<file path="src/rtl/acia_rx.sv">
// 6551-style ACIA receiver: oversampled start/data/parity/stop framing into a
// receive holding register with parity, framing and overrun status.
module acia_rx #(
  parameter int unsigned OVERSAMPLE  = 16,
  parameter int unsigned SYNC_STAGES = 2
) (
  input  logic       clk,
  input  logic       reset,
  input  logic       baud_tick,
  input  logic       rxd,
  input  logic [1:0] word_len,
  input  logic       parity_en,
  input  logic [1:0] parity_mode,
  input  logic       rd_strobe,
  output logic [7:0] data_out,
  output logic       rdrf,
  output logic       pe,
  output logic       fe,
  output logic       ovrn
);

  localparam int unsigned CW = $clog2(OVERSAMPLE);
  localparam logic [CW-1:0] HALF = CW'(OVERSAMPLE / 2 - 1);
  localparam logic [CW-1:0] FULL = CW'(OVERSAMPLE - 1);

  typedef enum logic [2:0] {IDLE, START, DATA, PARITY, STOP} state_t;

  state_t                 state;
  logic [SYNC_STAGES-1:0] sync;
  logic                   rxd_s;
  logic                   armed;
  logic [CW-1:0]          tick_cnt;
  logic [2:0]             bit_cnt;
  logic [2:0]             last_bit;
  logic                   par_en_l;
  logic [1:0]             par_mode_l;
  logic [7:0]             shift;
  logic                   par_acc;
  logic                   par_err;
  logic                   par_exp;
  logic                   load;

  assign rxd_s = sync[SYNC_STAGES-1];
  assign load  = (state == STOP) && baud_tick && (tick_cnt == FULL);

  always_ff @(posedge clk) begin
    if (reset) begin
      sync <= '1;
    end else begin
      sync[0] <= rxd;
      for (int unsigned i = 1; i < SYNC_STAGES; i++) sync[i] <= sync[i-1];
    end
  end

  always_comb begin
    par_exp = 1'b0;
    unique case (par_mode_l)
      2'b00:   par_exp = ~par_acc;
      2'b01:   par_exp = par_acc;
      2'b10:   par_exp = 1'b1;
      default: par_exp = 1'b0;
    endcase
  end

  always_ff @(posedge clk) begin
    if (reset) begin
      state      <= IDLE;
      armed      <= 1'b0;
      tick_cnt   <= '0;
      bit_cnt    <= '0;
      last_bit   <= '0;
      par_en_l   <= 1'b0;
      par_mode_l <= '0;
      shift      <= '0;
      par_acc    <= 1'b0;
      par_err    <= 1'b0;
      data_out   <= '0;
      rdrf       <= 1'b0;
      pe         <= 1'b0;
      fe         <= 1'b0;
      ovrn       <= 1'b0;
    end else begin
      if (baud_tick) begin
        unique case (state)
          // Falling edge is detected as "low after a tick that saw high"; armed
          // is cleared on start so a held-low break yields only one frame.
          IDLE: begin
            if (rxd_s) begin
              armed <= 1'b1;
            end else if (armed) begin
              armed      <= 1'b0;
              state      <= START;
              tick_cnt   <= '0;
              bit_cnt    <= '0;
              last_bit   <= 3'd7 - {1'b0, word_len};
              par_en_l   <= parity_en;
              par_mode_l <= parity_mode;
              shift      <= '0;
              par_acc    <= 1'b0;
              par_err    <= 1'b0;
            end
          end
          START: begin
            if (tick_cnt == HALF) begin
              tick_cnt <= '0;
              state    <= rxd_s ? IDLE : DATA;
            end else begin
              tick_cnt <= tick_cnt + 1'b1;
            end
          end
          DATA: begin
            if (tick_cnt == FULL) begin
              tick_cnt       <= '0;
              shift[bit_cnt] <= rxd_s;
              par_acc        <= par_acc ^ rxd_s;
              if (bit_cnt == last_bit) state <= par_en_l ? PARITY : STOP;
              else                     bit_cnt <= bit_cnt + 1'b1;
            end else begin
              tick_cnt <= tick_cnt + 1'b1;
            end
          end
          PARITY: begin
            if (tick_cnt == FULL) begin
              tick_cnt <= '0;
              par_err  <= (rxd_s != par_exp);
              state    <= STOP;
            end else begin
              tick_cnt <= tick_cnt + 1'b1;
            end
          end
          STOP: begin
            if (tick_cnt == FULL) begin
              tick_cnt <= '0;
              state    <= IDLE;
            end else begin
              tick_cnt <= tick_cnt + 1'b1;
            end
          end
          default: state <= IDLE;
        endcase
      end

      // A read in the load cycle completes first, so the new frame still lands.
      if (load) begin
        if (!rdrf || rd_strobe) begin
          data_out <= shift;
          pe       <= par_err;
          fe       <= ~rxd_s;
          rdrf     <= 1'b1;
          if (rd_strobe) ovrn <= 1'b0;
        end else begin
          ovrn <= 1'b1;
        end
      end else if (rd_strobe) begin
        rdrf <= 1'b0;
        ovrn <= 1'b0;
      end
    end
  end

endmodule

</file>
<file path="config.mk">
export PLATFORM = sky130hd
export DESIGN_NAME = acia_rx
export DESIGN_NICKNAME = d
export VERILOG_FILES = /design/src/rtl/acia_rx.sv
export SDC_FILE = /design/constraint.sdc
export NUM_CORES = 1
export LEC_CHECK = 0
export BUFFER_PORTS_ARGS = -buffer_cell sky130_fd_sc_hd__buf_4
export CORE_ASPECT_RATIO = 1.75
export CORE_MARGIN = 4
export CORE_UTILIZATION = 57
export CTS_CLUSTER_DIAMETER = 150
export CTS_CLUSTER_SIZE = 20
export DETAILED_ROUTE_END_ITERATION = 10
export PLACE_DENSITY = 0.82
export SKIP_LAST_GASP = 1
export SLEW_MARGIN = 20
export SYNTH_ARGS = -nofsm -noshare
export SYNTH_HDL_FRONTEND = slang
export SYNTH_SLANG_ARGS = --single-unit
</file>
<file path="constraint.sdc">
create_clock -name clk -period 2.1 [get_ports clk]
set_input_delay 0.21 -clock clk [delete_from_list [all_inputs] [get_ports clk]]
set_output_delay 0.21 -clock clk [all_outputs]
set_load 0.05 [all_outputs]
</file>
# ---- Yosys cells after proc, flatten, opt, wreduce, memory -nomap -nowiden
# Cells that the tools add are included.
dict set report op_classes {
  magnitude_cmp 2
  reduce_logical 21
  eq_ne 19
  bitwise 3
  add_sub_neg 3
  mux 41
}
# cell n
set op_table {}
lappend op_table {{$mux 3} 12}
lappend op_table {{$mux 8} 3}
lappend op_table {{$mux 4} 4}
lappend op_table {{$pmux 8 s2} 1}
lappend op_table {{$pmux 3 s5} 1}
lappend op_table {{$ne 2x2->1 const B} 7}
lappend op_table {{$mux 1} 12}
lappend op_table {{$pmux 4 s3} 1}
lappend op_table {{$reduce_and 5->1} 2}
lappend op_table {{$bwmux 8} 1}
lappend op_table {{$reduce_and 4->1} 2}
lappend op_table {{$reduce_and 8->1} 1}
lappend op_table {{$eq 3x2->1 const B} 2}
lappend op_table {{$pmux 3 s2} 1}
lappend op_table {{$reduce_and 2->1} 3}
lappend op_table {{$reduce_and 6->1} 1}
lappend op_table {{$reduce_bool 2->1} 3}
lappend op_table {{$add 4x1->4 const B} 1}
lappend op_table {{$eq 4x3->1 const B} 1}
lappend op_table {{$eq 4x4->1 const B} 1}
lappend op_table {{$lt 3x4->1 const B} 1}
lappend op_table {{$ne 2x1->1 const B} 2}
lappend op_table {{$pmux 1 s2} 2}
lappend op_table {{$add 3x1->3 const B} 1}
lappend op_table {{20 further kinds} 23}
dict set report totals {
  output_inout_bits 12
  elab_cells 105
  in_bits 10
  ff_bits 41
}

# ---- Depth between registers and ports, before layout
# Gate-level depths: netlist (run 1).
dict set report logic_depth {
  ltp_word 7
  mapped_depth 7
  mapped_depth_nobuf 5
}

# ---- Worst setup path after synthesis (run 1)
# Ideal clock, no wire load.
dict set report synth_timing {
  path_kind {reg-to-reg}
  start {register tick_cnt[0]}
  end {register state[0]}
  required_time_ns 1.979
  stages_incl_launch_ff 7
  period_less_slack_ns 1.848
  arrival_ns 1.728
  n_path_buf 1
  setup_slack_ns 0.252
  setup_ns 0.121
  path_cell_list {dfxtp_1 ha_1 and3_1 clkbuf_1 a221o_1 o211ai_2 mux2_2}
}
dict set report synth_via {
  elab_chain_cells 3
  elab_cells_between_ends 7
  cone_classes {eq/ne: 6; reduce/logical: 1}
}
# item line
set synth_lines {}
lappend synth_lines {{start: declaration} 32} ;# logic [CW-1:0] tick_cnt;
lappend synth_lines {{start signal: assignment} 108} ;# tick_cnt <= tick_cnt + 1'b1;
lappend synth_lines {{start signal: assignment} 119} ;# tick_cnt <= tick_cnt + 1'b1;
lappend synth_lines {{start signal: assignment} 128} ;# tick_cnt <= tick_cnt + 1'b1;
lappend synth_lines {{$eq 4x3->1 / $eq 4x4->1 (equally long branches)} n/a}
lappend synth_lines {{$ne 2x2->1 (no line) / $ne 2x1->1 (equally long branches)} n/a}
lappend synth_lines {{$reduce_and 8->1 (no line) (*)} n/a}
lappend synth_lines {{end signal: assignment} 106} ;# state <= rxd_s ? IDLE : DATA;
lappend synth_lines {{end signal: assignment} 116} ;# if (bit_cnt == last_bit) state <= par_en_l ? PARITY : STOP;
lappend synth_lines {{end: declaration} 28} ;# state_t state;
# Every way passes the cells marked *; elsewhere a longest branch is shown, timed or not.
# A chain may end at the register's enable or synchronous reset.

# ---- Worst setup path in the final report (run 1)
dict set report layout_timing {
  start {register tick_cnt[0]}
  end {register bit_cnt[2]}
}
dict set report layout_via {
  elab_chain_cells 3
}
# item line
set layout_lines {}
lappend layout_lines {{$eq 4x4->1} 112} ;# if (tick_cnt == FULL) begin
lappend layout_lines {{$ne 2x2->1 (no line)} n/a}
lappend layout_lines {{$reduce_and 6->1 (no line)} n/a}
lappend layout_lines {{end signal: assignment} 117} ;# else bit_cnt <= bit_cnt + 1'b1;
lappend layout_lines {{end: declaration} 33} ;# logic [2:0] bit_cnt;
# Every way passes these cells.

==> results.toml, run 1 <==
[route]
routed_via_density = 6.03
ant_nets = 0
vias = 1828
drt-initial-drc-count = 61
drc = 0
drt_wl_total_mm = 4.70
wl_per_cell_um = 15.5
drt-pass1-iter-count = 4

[synth]
synthMuxAreaShare = 0.0644
synth_top_family_by_area = "simple AND/OR/NAND/NOR gates"
synth_cell_type_count = 46
synthCells = 236
ys.flop_type = "dfxtp_1"
avgSynthCellArea_um2 = 8.64
async_reset_ff_frac = 0
synth_fp_nets = 248
synth-adder-area-share = 0.0123
synth-simple-area-share = 0.221
yosysWarnings = 0
ys_seq_elements = 41
ys_seq_area_frac = 0.402
synth_compound_area_frac = 0.218
synth_xor_area_frac = 0.0215
synth-edff-count = 0
synthesis.area_um2 = 2040

[timing]
layout_min_cycle_time_ns = 1.97
hold_violations = 0
grt_setup_unrepaired = "false"
slew_headroom = 0.719
finalSetupViolCount = 0
fmax_ghz = 0.507
tightest_slew_ns = 0.411
finalClockSkew_ns = 0.00429
timing.setup.tns_ns = 0
drv_slew = 0
min_period_over_period = 0.939

[grt]
gr-total-overflow = 0
first_global_vias = 1715
grt_usage = 0.228
grt_pass1_wl_mm = 7.84
grt_max_degree = 43
grt_antenna_before_repair = 0

[run]
maxCapViolCount = 0

[setup_path]
reg2reg_to = "bit_cnt[2]$_SDFFE_PP0P_"
r2r_slack_ns = 0.13
cp-end-kind = "register"
r2r-start = "tick_cnt[0]$_SDFFE_PP0P_"
required_ns = 2.32
crit_start = "tick_cnt[0]$_SDFFE_PP0P_"
reg2reg_depth = 5
critPathCapture = "bit_cnt[2]$_SDFFE_PP0P_"
critical_path_peak_fanout = 10
crit_type = "reg2reg"
cp-start-kind = "register"
crit_arrival_ns = 2.19

[finish]
num-nets-final = 269
utilization = 0.693
syn_to_final_growth_pct = 15.5
drive_above_1_share = 0.198
diodes = 0
fillCellCount = 303
final_cell_area_um2 = 2360
final_cells = 303

[power_and_ir_drop]
combPwrFrac = 0.055
cellPowerDensity_nw_per_um2 = 609
intPower_mw = 1.11
clkPwrFrac = 0.393
power.switching_mw = 0.321
ir_worst_vdd_mv = 0.561
p_leak_nw = 0.979
pwr-share-seq = 0.552
p_total_mw = 1.44
switching_share = 0.223

[clocking]
htree_levels = 2
root_buffer = "clkbuf_8"
clk_latency_ns = 0.29
cts_hold_buf = 0
clkSinkCount = 41
path_clk_slew_ns = 0.08
cts_resized = 0
cts_setup_buffers = 0
cts_made_buffers = 5
cts_tree = "yes"
clock_path_buffers = 2

[placement]
gp_congestion = 0.868
portBuffers = 21
dp.cells = 295
hpwl_mm = 3.34
postPlaceCellArea_um2 = 2250

[floorplanning]
die_h_um = 87.1
fp.coreArea_um2 = 3400
dieWidth_um = 53.2
rows = 28
start_util = 0.600
dieArea_um2 = 4640
top_level_ports = 22

[status]
status = "completed"

[min_path]
hp-class = "in2reg"
[per-layer routing]
layer / wire, um / GRT usage
met1: 1760 / 0.245
met2: 2670 / 0.410
met3: 159 / 0.0429
met4: 114 / 0.107
met5: 0 / 0
[power by group through the flow]
stage | Sequential [mW] | Clock, mW | Combinational, mW
after floorplan | 0.807 | 0 | 0.0527
after global placement | 0.810 | 0 | 0.0776
after detailed placement | 0.810 | 0 | 0.0781
after CTS | 0.792 | 0.577 | 0.0786
after global routing | 0.793 | 0.615 | 0.0871
final | 0.792 | 0.564 | 0.0786
[worst min path at each step]
| stage | startpoint | endpoint | slack [ns] | cells past startpoint |
|---|---|---|---|---|
| after floorplan | rd_strobe | ovrn$_SDFF_PP0_ | 0.28 | 1 |
| after global placement | rd_strobe | ovrn$_SDFF_PP0_ | 0.38 | 2 |
| after detailed placement | rd_strobe | ovrn$_SDFF_PP0_ | 0.38 | 2 |
| after CTS | rd_strobe | ovrn$_SDFF_PP0_ | 0.07 | 2 |
| after global routing | rd_strobe | ovrn$_SDFF_PP0_ | 0.07 | 2 |
| final | rd_strobe | ovrn$_SDFF_PP0_ | 0.07 | 2 |
[synth_stat cells, drive strengths merged, types with 2 or more instances]
library cell,number,area (um^2)
a311oi,2,17.5
and4bb,2,25.0
nand2b,2,12.5
a21oi,28,140
nor2,17,63.8
dfxtp,41,821
and3,2,12.5
xor2,4,35.0
buf,10,61.3
or2,3,18.8
mux2i,12,120
ha,2,25.0
nor2b,9,56.3
or4,3,22.5
a211oi,2,15.0
o211ai,3,27.5
nand2,10,37.5
nor3b,2,20.0
nand4,15,93.8
o31ai,16,120
a31oi,6,37.5
nand3,6,30.0
clkbuf,11,42.5
and2,2,12.5
o21a,2,15.0
inv,5,18.8
o21ai,6,30.0
[state kept, by name, indices dropped and copies added, names as in the netlist, 2 cells and up]
name,flops
bit_cnt,3
data_out,8
last_bit,3
par_mode_l,2
shift,8
state,3
sync,2
tick_cnt,4
[critical path: stages (launching register included)]
cell and delay, ns:
dfxtp_1 0.37, ha_1 0.23, nand3_1 0.12, a211o_1 0.43, or4b_1 0.55, a31oi_1 0.19
[final cells by class]
class	instances	area, um^2	share of cell area
flip-flops and latches	41	821	0.348
clock buffers	7	96.3	0.0409
multi-input cells	169	1100	0.465
well taps	45	56.3	0.0239
repair buffers	35	263	0.112
clock inverters	1	5.00	0.00212
inverters	5	18.8	0.00797
[metrics by stage]
step | hold WS, ns | setup slack [ns]
2_1_floorplan | 0.283 | 0.252
3_3_place_gp | 0.380 | 0.235
3_5_place_dp | 0.382 | 0.198
4_1_cts | 0.0681 | 0.144
5_1_grt | 0.0694 | 0.0589
6_report | 0.0730 | 0.128
[layout by cell type (no fill, tap or decap), types with 2 or more instances in the layout]
master | Yosys | final
and4bb_2 | 2 | 2
o211ai_1 | 2 | 2
nand2b_1 | 2 | 2
a21oi_1 | 28 | 28
nor2_1 | 17 | 17
buf_4 | 2 | 35
a311oi_1 | 2 | 2
dfxtp_1 | 41 | 41
nand2_1 | 10 | 10
mux2i_1 | 12 | 12
ha_1 | 2 | 2
o21a_1 | 2 | 2
and2_1 | 2 | 2
nor2b_1 | 9 | 9
xor2_1 | 4 | 4
a31oi_1 | 6 | 6
nand4_1 | 15 | 15
and3_1 | 2 | 2
a211oi_1 | 2 | 2
clkbuf_8 | 0 | 7
or2_2 | 3 | 3
inv_1 | 5 | 5
nand3_1 | 6 | 6
o31ai_1 | 16 | 16
or4_1 | 3 | 3
o21ai_0 | 5 | 5
[cells by family (layout without fill, tap and decap cells)]
kind of cell | Yosys count | count (layout)
multiplexers | 13 | 13
flip-flops | 41 | 41
AND/OR/NAND/NOR | 79 | 79
AO/OA/AOI/OAI | 70 | 70
buffers and inverters | 26 | 48
XOR/XNOR | 5 | 5
adder cells (fa/ha/maj) | 2 | 2
(Power assumes the default switching activity.)
==> run 2, diff against run 1 <==
ABC_AREA = 1   (was not set)
==> run 2 against run 1 <==
Synthesized cell count rose by 21%. Combinational power rose to 7.5 times the previous value. Critical path depth rose by 3. Worst hold slack improved by 0.012 ns. Sequential power rose by 15%. Sequential cell count did not move. Clock power fell by 11%. Routed wire length fell by 8.3%. Critical path type unchanged. Worst setup slack improved by 0.23 ns. Clock skew rose by 0.0037 ns.
==> results.toml, run 2 <==
[floorplanning]
start_util = 0.585
dieArea_um2 = 4490
die_h_um = 85.7
dieWidth_um = 52.4
rows = 28
top_level_ports = 22
fp.coreArea_um2 = 3360

[placement]
postPlaceCellArea_um2 = 2150
hpwl_mm = 3.17
gp_congestion = 0.943
dp.cells = 343
portBuffers = 21

[timing]
slew_headroom = 0.617
finalSetupViolCount = 0
drv_slew = 0
fmax_ghz = 0.574
timing.setup.tns_ns = 0
finalClockSkew_ns = 0.00799
tightest_slew_ns = 0.574
layout_min_cycle_time_ns = 1.74
grt_setup_unrepaired = "false"
hold_violations = 0
fin_hold_ws_ns = 0.0848
min_period_over_period = 0.829

[synth]
ys.flop_type = "dfxtp_1"
synthTopCellsByCount = "nor2_1 (52), dfxtp_1 (41), nand2_1 (40)"
synth_xor_area_frac = 0.0223
avgSynthCellArea_um2 = 6.90
synth_fp_nets = 297
ys_seq_elements = 41
synthesis.area_um2 = 1970
synth_cell_type_count = 26
ys_seq_area_frac = 0.417
synth-edff-count = 0
synth_most_common_cell = "nor2_1"
synth_area_leaders = "dfxtp_1 (42%), nor2_1 (9.9%), nand2_1 (7.6%)"
synth.top_cell.area_share = 0.417
yosysWarnings = 0
synth_top_family_by_area = "simple AND/OR/NAND/NOR gates"
netlist.top_cell.by_area = "dfxtp_1"
synth-adder-area-share = 0.0127
synthCells = 285
async_reset_ff_frac = 0
synth_compound_area_frac = 0.151
synthMuxAreaShare = 0
synth-simple-area-share = 0.309

[min_path]
min_path_cells = 2
min-delay-start = "rd_strobe"
hp-class = "in2reg"
hold_end = "ovrn$_SDFF_PP0_"

[clocking]
clkSinkCount = 41
htree_levels = 2
cts_made_buffers = 5
cts_setup_buffers = 0
cts_tree = "yes"
path_clk_slew_ns = 0.08
root_buffer = "clkbuf_8"
cts_hold_buf = 0
cts_resized = 0
clock_path_buffers = 2
clk_latency_ns = 0.29

[grt]
grt_usage = 0.219
gr-total-overflow = 0
grt_antenna_before_repair = 0
first_global_vias = 1790
grt_max_degree = 22
grt_pass1_wl_mm = 7.51

[finish]
syn_to_final_growth_pct = 13.5
diodes = 0
num-nets-final = 317
final_common_cell = "nor2_1"
fillCellCount = 305
drive_above_1_share = 0.157
mostFrequentLayoutCells = "nor2_1 (52), dfxtp_1 (41), nand2_1 (40), a21oi_1 (28), nand3_1 (27)"
top_regs = "data_out: 8 flops, shift: 8 flops, tick_cnt: 4 flops"
final_cell_area_um2 = 2230
final_cells = 351

[setup_path]
reg2reg_to = "bit_cnt[0]$_SDFFE_PP0P_"
r2r-start = "tick_cnt[0]$_SDFFE_PP0P_"
r2r_slack_ns = 0.36
crit_type = "reg2reg"
reg2reg_depth = 8
required_ns = 2.28
cp-start-kind = "register"
crit_arrival_ns = 1.93
cp-end-kind = "register"
critical_path_peak_fanout = 13

[route]
wl_per_cell_um = 12.3
drt_wl_total_mm = 4.31
ant_nets = 0
drt-initial-drc-count = 62
routed_via_density = 5.28
vias = 1855
drt-pass1-iter-count = 4
drc = 0

[status]
status = "completed"

[power_and_ir_drop]
p_total_mw = 2.00
ir_worst_vdd_mv = 0.751
cellPowerDensity_nw_per_um2 = 897
p_leak_nw = 1.03

[run]
maxCapViolCount = 0
-- run 2: how the worst max path moves through the flow --
| stage | startpoint | to | cells after the start |
|---|---|---|---|
| detailed placement | tick_cnt[0]$_SDFFE_PP0P_ | bit_cnt[0]$_SDFFE_PP0P_ | 8 |
| global route | tick_cnt[0]$_SDFFE_PP0P_ | data_out[2]$_SDFFE_PP0P_ | 8 |
| finish | tick_cnt[0]$_SDFFE_PP0P_ | bit_cnt[0]$_SDFFE_PP0P_ | 8 |
| CTS | tick_cnt[0]$_SDFFE_PP0P_ | bit_cnt[0]$_SDFFE_PP0P_ | 8 |
| floorplan | tick_cnt[0]$_SDFFE_PP0P_ | data_out[0]$_SDFFE_PP0P_ | 8 |
| global placement | tick_cnt[0]$_SDFFE_PP0P_ | bit_cnt[0]$_SDFFE_PP0P_ | 8 |
-- run 2: through the flow --
stage | setup WS [ns] | util
2_1_floorplan | 0.654 | -
3_3_place_gp | 0.459 | 0.638
3_5_place_dp | 0.407 | 0.638
4_1_cts | 0.379 | 0.664
5_1_grt | 0.132 | 0.664
6_report | 0.358 | 0.664
-- run 2: where the power goes --
group | internal [mW] | switching [mW]
clock | 0.229 | 0.271
combinational | 0.194 | 0.396
sequential | 0.846 | 0.0655
-- run 2: cell families (layout without fill, tap and decap cells) --
family / Yosys count / count (layout)
buffers and inverters: 42 / 63
flip-flops: 41 / 41
AND/OR/NAND/NOR: 138 / 138
XOR/XNOR: 5 / 5
adder cells (fa/ha/maj): 2 / 2
AO/OA/AOI/OAI: 57 / 57
-- run 2: layout make-up --
cell class / count / area (um^2) / area share
Timing Repair Buffer: 24 / 180 / 0.0807
Clock inverter: 3 / 17.5 / 0.00785
Sequential cell: 41 / 821 / 0.368
Inverter: 31 / 116 / 0.0521
Tap cell: 45 / 56.3 / 0.0252
Multi-Input combinational cell: 202 / 972 / 0.436
Clock buffer: 5 / 68.8 / 0.0308
-- run 2: per-layer routing --
| metal | track usage | vias up | share of wire |
|---|---|---|---|
| met5 | 0 | - | 0 |
| met2 | 0.395 | 37 | 0.56 |
| li1 | - | 959 | - |
| met1 | 0.232 | 849 | 0.38 |
| met4 | 0.114 | 0 | 0.028 |
| met3 | 0.0365 | 10 | 0.033 |
-- run 2: critical path, cell delays in order (launching register included) --
cell and delay [ns]:
dfxtp_1 0.37, ha_1 0.18, nand2_1 0.07, nor2_1 0.16, nand2_1 0.13, a21oi_4 0.31, nand2_1 0.14, o21ai_0 0.20
nor2_1 0.06
==> run 3, diff against run 2 <==
ABC_AREA = 0   (was 1)
CORE_UTILIZATION = 52   (was 57)
PLACE_DENSITY = 0.79   (was 0.82)
clock period = 1.4 ns   (was 2.1 ns; I/O delays follow)
==> run 3 against run 2 <==
The run now ends with negative setup slack left. Global-route usage grew 3.9 points. Core utilization grew 22 points. Combinational power shrank 60%. Clock power grew 97%. Routed wire length grew 91%. Register-to-register slack lost 0.72 ns. Maximum frequency shrank 1.3%. Worst hold slack lost 0.057 ns. Clock-buffer cell count grew 1. Final cell count grew 0.57%. Critical path type unchanged.
==> results.toml, run 3 (synthesized netlist as in run 1, its figures left out) <==
[route]
ant_nets = 0
vias = 2299
drc = 0
drt-initial-drc-count = 124
drt-pass1-iter-count = 4
routed_via_density = 6.51
wl_per_cell_um = 23.3
drt_wl_total_mm = 8.23

[grt]
grtUsageMet3 = 0.0472
grt_max_degree = 30
gr-total-overflow = 0
use_met1 = 0.246
grt_pass1_wl_mm = 10.4
grt_busiest_layer = "met2"
grt_antenna_before_repair = 0
first_global_vias = 2218
grt_util_met2 = 0.481
grt_usage = 0.259

[clocking]
clk_latency_ns = 0.30
path_clk_slew_ns = 0.08
root_buffer = "clkbuf_8"
clkSinkCount = 41
htree_levels = 2
cts_made_buffers = 5
cts_tree = "yes"
clock_path_buffers = 2

[run]
maxCapViolCount = 0

[timing]
hold_violations = 0
tightest_slew_ns = 0.530
layout_setup_ws_ns = -0.364
finalClockSkew_ns = 0.00874
finalSetupViolCount = 37
grt_setup_unrepaired = "true"
slew_headroom = 0.644
min_period_over_period = 1.26
fin_hold_ws_ns = 0.0283
drv_slew = 0
layout_min_cycle_time_ns = 1.76
fmax_ghz = 0.567
timing.setup.tns_ns = -8.23

[floorplanning]
top_level_ports = 22
fp.coreArea_um2 = 3700
dieWidth_um = 55.3
dieArea_um2 = 5030
start_util = 0.551
rows = 29
die_h_um = 90.8

[finish]
syn_to_final_growth_pct = 60.6
num-nets-final = 318
mostFrequentLayoutCells = "buf_4 (61), dfxtp_1 (35), nor2_1 (16), nand4_1 (15)"
final_common_cell = "buf_4"
top_regs = "data_out: 8 flops, shift: 8 flops, tick_cnt: 4 flops"
final_cell_area_um2 = 3270
diodes = 0
utilization = 0.885
drive_above_1_share = 0.505

[power_and_ir_drop]
combPwrFrac = 0.099
power.switching_mw = 0.590
intPower_mw = 1.82
pwr-share-seq = 0.492
p_leak_nw = 1.29
cellPowerDensity_nw_per_um2 = 735
clkPwrFrac = 0.410
switching_share = 0.245
ir_worst_vdd_mv = 1.10

[min_path]
min-delay-start = "word_len[0]"
min_path_cells = 2
hp-class = "in2reg"

[setup_path]
cp.depth = 4
cp-end-kind = "register"
required_ns = 1.63
slowest_delay_ns = 0.51
crit_chain = "or3b_1 > nor2_1 > or4b_1 > a31oi_1"
crit_start = "state[2]$_SDFFE_PP0P_"
crit_buf_inv = 0
reg2reg_depth = 4
crit_arrival_ns = 2.00
r2r-start = "state[2]$_SDFFE_PP0P_"
cpLargestDelayFamily = "simple AND/OR/NAND/NOR gates"
cp-start-kind = "register"
critical_path_peak_fanout = 10
slowest_stage = "or4b_1"
crit_type = "reg2reg"

[placement]
postPlaceCellArea_um2 = 2500
gp_congestion = 0.896
hpwl_mm = 3.77
portBuffers = 21

[status]
status = "finished with violations"
violations = "negative setup slack"
## run 3: cell types whose count changed in the layout (fill, tap and decap cells not counted), sizes merged, moves of 9 or more
cell | previous run | this run
nor2 | 55 | 17
nor2b | 0 | 9
nand4 | 5 | 15
buf | 24 | 82
o31ai | 0 | 16
o21ai | 28 | 6
nand2 | 45 | 10
nand3 | 28 | 6
mux2i | 0 | 12
inv | 30 | 5
## run 3: final timing paths
check                              to  slack, ns
max           bit_cnt[2]$_SDFFE_PP0P_      -0.36
min          last_bit[0]$_SDFFE_PP0P_       0.03
min reg2reg        sync[1]$_SDFF_PP1_       0.42
max reg2reg   bit_cnt[2]$_SDFFE_PP0P_      -0.36
## run 3: per-stage QoR
step	setup WS (ns)	power, mW	cells
global placement	-0.249	1.35	323
global route	-0.473	2.46	353
floorplan	-0.362	1.30	236
detailed placement	-0.295	1.36	323
CTS	-0.254	2.33	344
finish	-0.364	2.41	353
## run 3: cell type report
cell class                 instances  area (um^2)
multi-input combinational        169         1480
sequential                        41          836
timing repair buffer              84          767
fill                             178          427
clock buffer                       6         72.6
tap                               46         57.6
clock inverter                     2         38.8
inverter                           5         18.8
## run 3: routing by layer
layer  part of all wire  wire length, um  vias to the layer above
met5                  0                0                        -
met4              0.064              524                        0
met3              0.052              430                       46
met2               0.52             4270                      119
met1               0.36             3000                     1119
li1                   -                -                     1015
## run 3: power groups by stage
stage / sequential, mW / clock (mW) / combinational (mW)
after floorplan: 1.21 / 0 / 0.0863
after global routing: 1.18 / 1.02 / 0.248
after detailed placement: 1.21 / 0 / 0.146
final: 1.18 / 0.986 / 0.237
after CTS: 1.18 / 0.973 / 0.177
after global placement: 1.21 / 0 / 0.143
## run 3: timing repair
item	in CTS	in global routing
cloned	3	2
hold endpoints to repair	1	0
pin swaps	13	27
setup endpoints to repair	37	37
gates resized for setup	33	62
buffers inserted	9	9
hold buffers	1	0
